$ cat src/rtl/countdown_ctrl_if.sv
// rtl/countdown_ctrl_if.sv - key/tick inputs and display/status outputs of countdown_ctrl
interface countdown_ctrl_if #(
  parameter int NDIG = 3
);
  logic                tick_in;
  logic                key_valid;
  logic [3:0]          key_code;
  logic [4*NDIG-1:0]   disp;
  logic [1:0]          state;
  logic                running;
  logic                alarm;
  logic                done_pulse;

  modport master (
    output tick_in, key_valid, key_code,
    input  disp, state, running, alarm, done_pulse
  );

  modport slave (
    input  tick_in, key_valid, key_code,
    output disp, state, running, alarm, done_pulse
  );
endinterface

$ cat src/rtl/countdown_ctrl.sv
// rtl/countdown_ctrl.sv - IR-key driven BCD countdown sequencer (optional COUNTDOWN_AUTORELOAD_EN)
module countdown_ctrl #(
  parameter int         NDIG        = 3,
  parameter int         ALARM_TICKS = 200,
  parameter logic [3:0] KEY_START   = 4'hA,
  parameter logic [3:0] KEY_CLEAR   = 4'hB,
  parameter logic [3:0] KEY_RELOAD  = 4'hC
) (
  input  logic             clk,
  input  logic             rst,
  countdown_ctrl_if.slave  bus
);
  localparam int W = 4 * NDIG;

  typedef enum logic [1:0] {
    S_IDLE  = 2'd0,
    S_RUN   = 2'd1,
    S_PAUSE = 2'd2,
    S_DONE  = 2'd3
  } state_t;

  state_t         state_q;
  logic [W-1:0]   entry_q;
  logic [W-1:0]   count_q;
  logic [15:0]    alarm_timer_q;
  logic           alarm_q;
  logic           done_pulse_q;

  logic           key_digit;
  logic           key_start;
  logic           key_clear;
  logic           key_reload;
  logic [W-1:0]   entry_shift;
  logic [W-1:0]   count_dec;
  logic           reach_zero;
  logic [15:0]    timer_dec;

  // Ripple-borrow BCD decrement: a zero digit becomes 9 and passes the borrow up.
  function automatic logic [W-1:0] bcd_dec(input logic [W-1:0] v);
    logic [W-1:0] r;
    logic         borrow;
    r      = v;
    borrow = 1'b1;
    for (int i = 0; i < NDIG; i++) begin
      if (borrow) begin
        if (v[4*i +: 4] == 4'd0) begin
          r[4*i +: 4] = 4'd9;
        end else begin
          r[4*i +: 4] = v[4*i +: 4] - 4'd1;
          borrow      = 1'b0;
        end
      end
    end
    return r;
  endfunction

  always_comb begin
    key_digit   = bus.key_valid && (bus.key_code <= 4'd9);
    key_start   = bus.key_valid && (bus.key_code == KEY_START);
    key_clear   = bus.key_valid && (bus.key_code == KEY_CLEAR);
    key_reload  = bus.key_valid && (bus.key_code == KEY_RELOAD);
    entry_shift = (entry_q << 4) | W'(bus.key_code);
    count_dec   = bcd_dec(count_q);
    // A zero count (reloaded from an empty entry) also terminates rather than wrapping.
    reach_zero  = (count_dec == '0) || (count_q == '0);
    timer_dec   = alarm_timer_q - 16'd1;
  end

  always_ff @(posedge clk or negedge rst) begin
    if (!rst) begin
      state_q       <= S_IDLE;
      entry_q       <= '0;
      count_q       <= '0;
      alarm_timer_q <= '0;
      alarm_q       <= 1'b0;
      done_pulse_q  <= 1'b0;
    end else begin
      done_pulse_q <= 1'b0;
      case (state_q)
        S_IDLE: begin
          if (key_digit) begin
            entry_q <= entry_shift;
          end else if (key_start) begin
            if (entry_q != '0) begin
              count_q <= entry_q;
              state_q <= S_RUN;
            end
          end else if (key_clear) begin
            entry_q <= '0;
          end else if (key_reload) begin
            count_q <= entry_q;
          end
        end

        S_RUN: begin
          // Any valid key takes priority and swallows a coincident tick.
          if (bus.key_valid) begin
            if (key_start) begin
              state_q <= S_PAUSE;
            end else if (key_clear) begin
              count_q <= '0;
              entry_q <= '0;
              state_q <= S_IDLE;
            end else if (key_reload) begin
              count_q <= entry_q;
            end
          end else if (bus.tick_in) begin
            if (reach_zero) begin
              done_pulse_q <= 1'b1;
`ifdef COUNTDOWN_AUTORELOAD_EN
              count_q       <= entry_q;
`else
              count_q       <= '0;
              alarm_timer_q <= 16'(ALARM_TICKS);
              alarm_q       <= 1'b1;
              state_q       <= S_DONE;
`endif
            end else begin
              count_q <= count_dec;
            end
          end
        end

        S_PAUSE: begin
          if (key_start) begin
            state_q <= S_RUN;
          end else if (key_clear) begin
            count_q <= '0;
            entry_q <= '0;
            state_q <= S_IDLE;
          end else if (key_reload) begin
            count_q <= entry_q;
          end
        end

        S_DONE: begin
          if (bus.key_valid || (bus.tick_in && alarm_timer_q == 16'd0)) begin
            alarm_q       <= 1'b0;
            alarm_timer_q <= '0;
            count_q       <= entry_q;
            state_q       <= S_IDLE;
          end else if (bus.tick_in) begin
            alarm_timer_q <= timer_dec;
            alarm_q       <= (timer_dec != 16'd0);
          end
        end

        default: state_q <= S_IDLE;
      endcase
    end
  end

  assign bus.disp       = (state_q == S_IDLE) ? entry_q : count_q;
  assign bus.state      = state_q;
  assign bus.running    = (state_q == S_RUN);
  assign bus.alarm      = alarm_q;
  assign bus.done_pulse = done_pulse_q;
endmodule

$ cat src/flat_wrapper.sv
// flat-port wrapper written by rule: the top's interface ports become plain ports
module countdown_ctrl_flat 
#(
  parameter int         NDIG        = 3,
  parameter int         ALARM_TICKS = 200,
  parameter logic [3:0] KEY_START   = 4'hA,
  parameter logic [3:0] KEY_CLEAR   = 4'hB,
  parameter logic [3:0] KEY_RELOAD  = 4'hC
)
  (clk, rst, bus_tick_in, bus_key_valid, bus_key_code, bus_disp, bus_state, bus_running, bus_alarm, bus_done_pulse);
  countdown_ctrl_if #(.NDIG(NDIG)) bus_i ();
  input  logic clk;
  input  logic rst;
  input wire logic [$bits(bus_i.tick_in)-1:0] bus_tick_in;
  input wire logic [$bits(bus_i.key_valid)-1:0] bus_key_valid;
  input wire logic [$bits(bus_i.key_code)-1:0] bus_key_code;
  output wire logic [$bits(bus_i.disp)-1:0] bus_disp;
  output wire logic [$bits(bus_i.state)-1:0] bus_state;
  output wire logic [$bits(bus_i.running)-1:0] bus_running;
  output wire logic [$bits(bus_i.alarm)-1:0] bus_alarm;
  output wire logic [$bits(bus_i.done_pulse)-1:0] bus_done_pulse;
  assign bus_i.tick_in = bus_tick_in;
  assign bus_i.key_valid = bus_key_valid;
  assign bus_i.key_code = bus_key_code;
  assign bus_disp = bus_i.disp;
  assign bus_state = bus_i.state;
  assign bus_running = bus_i.running;
  assign bus_alarm = bus_i.alarm;
  assign bus_done_pulse = bus_i.done_pulse;
  countdown_ctrl #(.NDIG(NDIG), .ALARM_TICKS(ALARM_TICKS), .KEY_START(KEY_START), .KEY_CLEAR(KEY_CLEAR), .KEY_RELOAD(KEY_RELOAD)) u_core (.clk(clk), .rst(rst), .bus(bus_i));
endmodule
$ cat config.mk
export PLATFORM = sky130hd
export DESIGN_NAME = countdown_ctrl_flat
export DESIGN_NICKNAME = d
export VERILOG_FILES = /design/src/rtl/countdown_ctrl_if.sv /design/src/rtl/countdown_ctrl.sv /design/src/flat_wrapper.sv
export SDC_FILE = /design/constraint.sdc
export NUM_CORES = 1
export LEC_CHECK = 0
export ABC_AREA = 0
export ABC_CLOCK_PERIOD_IN_PS = 2700
export CORE_MARGIN = 10
export CORE_UTILIZATION = 41
export DETAILED_ROUTE_END_ITERATION = 7
export PLACE_DENSITY_LB_ADDON = 0.3
export SLEW_MARGIN = 20
export SYNTH_ARGS = -nofsm -noshare
export SYNTH_HDL_FRONTEND = slang
export SYNTH_SLANG_ARGS = --single-unit
$ cat constraint.sdc
create_clock -name clk -period 2.7 [get_ports clk]
set_input_delay 0.405 -clock clk [delete_from_list [all_inputs] [get_ports clk]]
set_output_delay 0.405 -clock clk [all_outputs]
set_load 0.02 [all_outputs]
==> results_dict.tcl <==
set metrics [dict create \
    status "completed" \
    syn-cell-area_mm2 0.00342 \
    yosysTopAreaCell "dfrtp_1" \
    grt_max_degree 29 \
    clkTransAtPathRegs_ns 0.10 \
    use_met3 0.0419 \
    maxCapViolations 0 \
    clk_path_buf_depth 2 \
    synth_adder_area_share 0.0256 \
    finalPower_w 0.00486 \
    grt_util_met2 0.247 \
    grt.busiest_layer "met2" \
    crit_end "bus_disp[11]" \
    critPathLaunchType "flip-flop" \
    tightest_slew_ns 0.689 \
    grt_usage 0.158 \
    cts_tree "yes" \
    drt_iter0_drc 376 \
    reg2reg_to "u_core.count_q[10]$_DFFE_PN0P_" \
    num_io_pins 25 \
    fp-row-count 33 \
    worst-path-max-fanout 23 \
    grt_pass1_wl_mm 16.8 \
    drive_gt1_frac 0.158 \
    syn_avg_cell_area_um2 8.71 \
    synth_xor_area_frac 0.00768 \
    cp_cell_sequence "inv_1, ha_1, buf_4, mux2_2, clkdlybuf4s50_1" \
    vias 3447 \
    p_per_area_mw_per_mm2 1220 \
    crit_path_max_incr_delay_ns 0.54 \
    synthCells 393 \
    wl_per_cell_um 19.2 \
    maxSlewViolCount 0 \
    path_buf_inv 3 \
    slew-limit-headroom 0.540 \
    finClkSkew_ns 0.0167 \
    setup_tns_ns 0 \
    yosysMostFrequentCell "dfrtp_1" \
    diodes 0 \
    grt_overflow_total 0 \
    ir_drop_uv 445 \
    dp_hpwl_mm 7.38 \
    drtPass1Iterations 5 \
    worst-path-stages 5 \
    hold_class "input port to async pin" \
    cts_buffers 5 \
    crit_type "flip-flop to output pin" \
    syn-num-nets 408 \
    end_kind "output pin" \
    ctsRootBufferMaster "clkbuf_8" \
    fillCellCount 802 \
    area_delta_synth_final_pct 16.7 \
    drcViolationCount 0 \
    crit_family "buffers and inverters" \
    htree_levels 2 \
    ys_top_cells_by_count "dfrtp_1, o21ai_0, nor2_1" \
    start_util 0.419 \
    clkPwrFrac 0.125 \
    hold_violations 0 \
    pwr-share-comb 0.598 \
    fmax_ghz 0.374 \
    r2r_cells 7 \
    synthSimpleGateAreaFrac 0.240 \
    switchingPower_w 0.00228 \
    synth_cell_type_count 74 \
    fin_crit_sh 0.991 \
    r2r-start "u_core.bus.state[0]$_DFFE_PN0P_" \
    r2r_slack_ns 0.28 \
    yosysWarnings 0 \
    clk_latency_ns 0.31 \
    cp.required_ns 2.30 \
    core-area_mm2 0.00818 \
    die_y_um 111 \
    ys_seq_area_frac 0.322 \
    ant_nets 0 \
    synth_compound_area_frac 0.316 \
    clock_sinks 44 \
    ys_ff_latch 44 \
    synth_top_family_by_area "compound AO/OA/AOI/OAI gates" \
    grt_pass1_vias 3290 \
    worst_path_max_delay_cell "clkdlybuf4s50_1" \
    p_leak_nw 1.72 \
    use_met1 0.208 \
    power_frac_seq 0.277 \
    crit_start "u_core.bus.state[0]$_DFFE_PN0P_" \
    p_int_w 0.00258 \
    hold_buffers 0 \
    place.gp.congestion 0.896 \
    synthArstFlopShare 1.00 \
    synth_top_cell_area_share 0.322 \
    wl_mm 10.1 \
    sw_frac_of_total 0.469 \
    viasPerCell 6.52 \
    fin_crit_ns 2.67 \
    rsz0062_at_grt "true" \
    synthFlopType "dfrtp_1" \
    synth_edf_count 0 \
    die_area_mm2 0.0124 \
    worstPathArrival_ns 2.27 \
    antenna_found_initial 0 \
    setup_viol 0 \
    port_buffers 24 \
    chipWidth_um 111 \
    synth_mux_area_frac 0.0322 \
    synth_area_leaders "dfrtp_1, o21ai_0, a22o_1, nor2_1, mux2_2" \
    nNetsFinal 439 \
]
## final cells by class
cell class | instances | area [um2] | share of cell area
Tap cell | 105 | 131 | 0.0329
Timing Repair Buffer | 52 | 450 | 0.113
Clock buffer | 5 | 68.8 | 0.0172
Sequential cell | 44 | 1100 | 0.276
Inverter | 14 | 52.6 | 0.0131
Clock inverter | 2 | 60.1 | 0.0150
Multi-Input combinational cell | 307 | 2130 | 0.533
## state kept, by name (all words and copies together), names as in the netlist
| name | flops |
|---|---|
| u_core.alarm_timer_q | 16 |
| u_core.count_q | 12 |
| u_core.bus.done_pulse | 1 |
| u_core.bus.alarm | 1 |
| u_core.entry_q | 12 |
| u_core.bus.state | 2 |
## power groups by stage
stage / sequential [W] / clock [W] / combinational [W]
global placement: 0.00133 / 0 / 0.00285
finish: 0.00135 / 0.000608 / 0.00291
floorplan: 0.00117 / 0 / 0.00206
detailed placement: 0.00135 / 0 / 0.00287
CTS: 0.00133 / 0.000615 / 0.00289
global route: 0.00139 / 0.000644 / 0.00317
## placed cells by master (no fill, tap or decap), drive strengths merged, types with 12 or more instances in the layout
cell type / count
a21oi: 13
buf: 29
a22o: 15
nand3: 12
nor2: 31
inv: 14
nor4: 15
nor3: 13
nand2: 22
dfrtp: 44
clkdlybuf4s50: 21
o21ai: 34
## cells by family after synthesis
logic type / Yosys count
compound gates: 147
simple gates: 140
flops: 44
buf+inv: 42
mux: 10
fa+ha+maj: 7
xor+xnor: 3
## through the flow
stage          area (um2)   util  worst slack [ns]  hold slack, ns  instances
6_report             4000  0.489            0.0250          0.0158        529
4_1_cts              3990  0.488           0.00744          0.0287        529
2_1_floorplan        3420      -             0.278           0.109        393
5_1_grt              4000  0.489           -0.0625          0.0388        529
3_5_place_dp         3860  0.472             0.133           0.365        522
3_3_place_gp         3860  0.472             0.207           0.358        522
## worst min path at each step
stage | start | end | slack [ns] | depth (start not counted)
after floorplan | rst | u_core.alarm_timer_q[0]$_DFFE_PN0P_ | 0.11 | 0
after global placement | rst | u_core.entry_q[3]$_DFFE_PN0P_ | 0.36 | 1
after detailed placement | rst | u_core.entry_q[3]$_DFFE_PN0P_ | 0.36 | 1
after CTS | rst | u_core.count_q[6]$_DFFE_PN0P_ | 0.03 | 1
after global routing | rst | u_core.count_q[3]$_DFFE_PN0P_ | 0.04 | 1
final | rst | u_core.count_q[6]$_DFFE_PN0P_ | 0.02 | 1
## per-layer routing
layer | share of wire | routed length, um
met5 | 0 | 0
met1 | 0.44 | 4430
met2 | 0.46 | 4690
met4 | 0.016 | 166
met3 | 0.083 | 845
## timing repair
action,in CTS,in global routing
endpoints found under the setup margin,0,13
buffers inserted,0,0
gates resized for setup,0,4
(Power assumes the default switching activity.)
